$ cat config.mk
export PLATFORM = sky130hd
export DESIGN_NAME = bcd_bin_seq
export DESIGN_NICKNAME = d
export VERILOG_FILES = /design/src/rtl/bcd_bin_seq.sv
export SDC_FILE = /design/constraint.sdc
export NUM_CORES = 1
export LEC_CHECK = 0
export CAP_MARGIN = 5
export CELL_PAD_IN_SITES_DETAIL_PLACEMENT = 2
export CELL_PAD_IN_SITES_GLOBAL_PLACEMENT = 2
export CORE_AREA = 5 5 102 75
export CTS_CLUSTER_SIZE = 16
export DETAILED_ROUTE_END_ITERATION = 8
export DIE_AREA = 0 0 107 80
export DONT_BUFFER_PORTS = 1
export PLACE_DENSITY = 0.9
export SLEW_MARGIN = 10
export SYNTH_ARGS = -nofsm -noshare
export SYNTH_HDL_FRONTEND = slang
export SYNTH_SLANG_ARGS = --single-unit
$ cat constraint.sdc
create_clock -name i_clk -period 2.6 [get_ports i_clk]
set_clock_uncertainty 0.15 [all_clocks]
set_input_delay 0.78 -clock i_clk [delete_from_list [all_inputs] [get_ports i_clk]]
set_output_delay 0.78 -clock i_clk [all_outputs]
set_load 0.02 [all_outputs]
$ cat src/rtl/bcd_bin_seq.sv
// Sequential four-digit BCD to 16-bit binary converter (reverse double dabble),
// one bit per clock, with a start/busy/done handshake.
module bcd_bin_seq (
  input  logic        i_clk,
  input  logic        i_rst,
  input  logic        i_start,
  input  logic [3:0]  i_bcd3,
  input  logic [3:0]  i_bcd2,
  input  logic [3:0]  i_bcd1,
  input  logic [3:0]  i_bcd0,
  output logic [15:0] o_bi,
  output logic        o_busy,
  output logic        o_done,
  output logic        o_err,
  output logic [1:0]  o_dbg_state
);

  // Handshake: a request is accepted on a rising edge where i_start=1 and
  // o_busy=0; o_done pulses for one cycle when o_bi/o_err become valid, and
  // any i_start seen while o_busy=1 is dropped, never queued.

  typedef enum logic [1:0] {
    S_IDLE  = 2'd0,
    S_SHIFT = 2'd1,
    S_DONE  = 2'd2
  } state_t;

  state_t      r_state;
  state_t      w_next_state;
  logic [15:0] r_b;
  logic [15:0] r_r;
  logic [3:0]  r_cnt;
  logic [15:0] r_bi;
  logic        r_err;

  logic [15:0] w_bcd_in;
  logic        w_bad_digit;
  logic [31:0] w_shifted;
  logic [15:0] w_b_fixed;

  assign w_bcd_in    = {i_bcd3, i_bcd2, i_bcd1, i_bcd0};
  assign w_bad_digit = (i_bcd3 > 4'd9) || (i_bcd2 > 4'd9) ||
                       (i_bcd1 > 4'd9) || (i_bcd0 > 4'd9);
  assign w_shifted   = {r_b, r_r} >> 1;

  // A nibble that shifted in a "tens" bit now reads >= 8; subtracting 3
  // turns the weight-8 carry back into weight-5 decimal halving.
  always_comb begin
    w_b_fixed = w_shifted[31:16];
    for (int k = 0; k < 4; k++) begin
      if (w_shifted[16 + 4*k + 3]) begin
        w_b_fixed[4*k +: 4] = w_shifted[16 + 4*k +: 4] - 4'd3;
      end
    end
  end

  always_comb begin
    w_next_state = r_state;
    case (r_state)
      S_IDLE:  if (i_start) w_next_state = w_bad_digit ? S_DONE : S_SHIFT;
      S_SHIFT: if (r_cnt == 4'd15) w_next_state = S_DONE;
      S_DONE:  w_next_state = S_IDLE;
      default: w_next_state = S_IDLE;
    endcase
  end

  always_ff @(posedge i_clk) begin
    if (i_rst) begin
      r_state <= S_IDLE;
      r_b     <= '0;
      r_r     <= '0;
      r_cnt   <= '0;
      r_bi    <= '0;
      r_err   <= 1'b0;
    end else begin
      r_state <= w_next_state;
      case (r_state)
        S_IDLE: begin
          if (i_start) begin
            r_b   <= w_bcd_in;
            r_r   <= '0;
            r_cnt <= '0;
            r_err <= w_bad_digit;
            if (w_bad_digit) r_bi <= '0;
          end
        end
        S_SHIFT: begin
          r_b   <= w_b_fixed;
          r_r   <= w_shifted[15:0];
          r_cnt <= r_cnt + 4'd1;
          if (r_cnt == 4'd15) r_bi <= w_shifted[15:0];
        end
        default: ;
      endcase
    end
  end

  assign o_bi        = r_bi;
  assign o_err       = r_err;
  assign o_busy      = (r_state != S_IDLE);
  assign o_done      = (r_state == S_DONE);
  assign o_dbg_state = r_state;

endmodule

==> run summary <==
clk sinks -> 54
area grow syn2layout -> 2.41%
Lkg Pwr -> 0.845 nW
fin crit share -> 0.881
min cycle time layout -> 2290 ps
number of vias per cell -> 5.92
gr ovfl total -> 0
Psw -> 0.000428 W
Worst Path Buf+Inv -> 0
Die Ht -> 80 um
Synth Flop Type -> dfxtp_1
Synth warnings -> 0
Syn Nets -> 325
Reg area -> 0.00108 mm2
worst-skew pair later-pin latency -> 310 ps
number of fill cells -> 752
Clock Pin Slew Worst Setup and Hold Paths -> 90 ps
register area share after synthesis -> 0.426
Internal Power -> 0.00110 W
Post-Syn Area -> 0.00254 mm2
layout cells sized above 1 -> 0.0796
Yosys top cell area share -> 0.426
#FFs+latches synth -> 54
CP delay by family, top -> flip-flops
# Post-CTS Setup Buffers -> 0
Critical Path Stages -> 1
TritonRoute pass-1 iters -> 4
remaining antenna violation count -> 0
Slowest-stage cell, CP -> dfxtp_1
Worst VDD drop -> 0.214 mV
endpoints failing hold -> 0
Worst Path Required -> 1670 ps
pre-CTS WS -> 481 ps
MaxCap Viol Count -> 0
CP endpoint kind -> output port
Die Wd -> 107 um
crit start category -> register
IO buf count -> 0
hpwl dp -> 5440 um
Worst EP arrival -> 1360 ps
drt wl/cell -> 20.8 um
number of buffers created by CTS -> 5
fmax -> 436 MHz
top cells by area, synth -> dfxtp_1, nor2_1, a22oi_1
initial antenna violation count -> 0
number of global-route vias before repair -> 2,388
Tot GR Track Use -> 0.187
area of the multi-input gates -> 0.00121 mm2
H-tree depth -> 2
Crit Path Class -> reg2out
final net count -> 311
cells after synthesis -> 302
Critical Path Max Stage Delay -> 630 ps
Post-synth EDFFs -> 0
RSZ-0062 raised after global routing -> no
worst setup margin -> 308 ps
Clk pwr share -> 0.310
final WL -> 7710 um
CTS Hold Bufs -> 0
Reg2Reg Setup Slack -> 460 ps
IO Count -> 40
starting density of the core -> 0.386
status -> complete, no violations
RePlAce Congestion -> 0.799
FFs w/ async S/R, synth -> 0
Flop pwr share -> 0.582
relative slew slack -> 0.526
Finish-stage setup viols -> 0
Avg Cell Area, Syn -> 8.41 um2
Distinct cells, synth -> 37
# rows -> 25
WHS -> 340 ps
final core area utilization -> 0.396
Slew Limit Fails -> 0
Hold Crit Depth -> 2
Vias -> 2,191
Worst Hold Class -> reg2reg
crit-path cells -> nor2b_1
die area -> 0.00856 mm2
Yosys top cell by area -> dfxtp_1
DRC viols -> 0
Power Dens Cells -> 589 mW/mm2
first-pass GRT wire length -> 12,400 um
measured slew at the worst slew-check pin -> 711 ps
Core Box Area -> 0.00657 mm2
crit-path max FO -> 9
switch share -> 0.280
Clock Root Buffer -> clkbuf_8
Combinational Power Share -> 0.107
n_diodes -> 0
clk buf depth -> 2
Setup TNS Final -> 0 ps
CTS tree -> done
total power -> 0.00153 W
worst reg2reg path depth -> 5
pin count of the biggest net entering global routing -> 55
cts repair resizes -> 0
Iter 0 DRT Violations -> 98
==> metal layers <==
metal | track usage | routed length [um] | vias up
li1 | - | - | 1040
met5 | 0 | 0 | -
met1 | 0.230 | 3480 | 1094
met2 | 0.324 | 3780 | 45
met4 | 0.0626 | 121 | 0
met3 | 0.0404 | 334 | 12
==> tightest hold or removal path: cells and delay by family (launching register included) <==
family / cells / cell delay (ps)
simple gates: 1 / 50
flops: 1 / 320
compound gates: 1 / 80
==> worst paths after layout <==
check / startpoint / end
setup / recovery: o_dbg_state[1]$_SDFFE_PP0P_ / o_done
setup reg to reg: o_dbg_state[0]$_SDFFE_PP0P_ / o_bi[14]$_SDFFE_PP0P_
hold reg to reg: r_b[14]$_SDFFE_PP0P_ / r_b[13]$_SDFFE_PP0P_
hold / removal: r_b[14]$_SDFFE_PP0P_ / r_b[13]$_SDFFE_PP0P_
==> area by class of cell <==
| class | instances | share of cell area |
|---|---|---|
| multi-input cells | 203 | 0.467 |
| flip-flops and latches | 54 | 0.416 |
| well taps | 81 | 0.0390 |
| clock buffers | 5 | 0.0265 |
| inverters | 18 | 0.0260 |
| repair buffers | 6 | 0.0173 |
| clock inverters | 3 | 0.00818 |
==> stage by stage <==
stage	instance area [um2]	instances
floorplan	2540	302
global placement	2510	362
detailed placement	2510	362
CTS	2600	370
global route	2600	370
finish	2600	370
==> flip-flops by register name (all words and copies together), names as in the netlist <==
signal,cells
r_b,16
r_cnt,4
o_bi,16
o_err,1
o_dbg_state,2
r_r,15
==> placed cells by master (no fill, tap or decap), types with 2 or more instances in the layout <==
cell type	n
clkbuf_8	5
nand3_1	17
a31oi_1	16
a22oi_1	17
xor2_1	5
xnor2_1	3
a21oi_1	18
a311oi_2	2
buf_4	6
o22ai_1	2
a211oi_1	5
o21ai_0	4
dfxtp_1	54
nor2b_1	4
nand2_1	21
nand2b_1	3
nor4_1	3
inv_1	17
nor3_1	20
ha_1	4
a311oi_1	10
nor2_1	37
==> Yosys cell counts (2+ instances only) <==
| cell | number |
|---|---|
| dfxtp_1 | 54 |
| nor2_1 | 37 |
| nand2_1 | 21 |
| nor3_1 | 20 |
| a21oi_1 | 18 |
| a22oi_1 | 17 |
| inv_1 | 17 |
| nand3_1 | 17 |
| a31oi_1 | 16 |
| a311oi_1 | 10 |
| buf_2 | 8 |
| clkbuf_1 | 8 |
| buf_6 | 6 |
| a211oi_1 | 5 |
| buf_4 | 5 |
| xor2_1 | 5 |
| ha_1 | 4 |
| nor2b_1 | 4 |
| o21ai_0 | 4 |
| nand2b_1 | 3 |
| nor4_1 | 3 |
| xnor2_1 | 3 |
| a311oi_2 | 2 |
| o22ai_1 | 2 |
==> power groups by stage <==
stage	logic [W]	clock network, W	registers (W)
floorplan	0.000148	0	0.000898
global placement	0.000153	0	0.000907
detailed placement	0.000164	0	0.000910
CTS	0.000166	0.000494	0.000891
global route	0.000180	0.000522	0.000897
finish	0.000164	0.000475	0.000892
==> cells by family (layout without fill, tap and decap cells) <==
family | after synthesis | in the layout | synth area share
AOI/OAI and AO/OA | 78 | 78 | 0.219
xor gates and xnor gates | 8 | 8 | 0.0276
adders and majority gates | 4 | 4 | 0.0197
buffers and inverters | 45 | 32 | 0.0956
DFF | 54 | 54 | 0.426
and+or+nand+nor | 113 | 113 | 0.212
(Power assumes the default switching activity.)
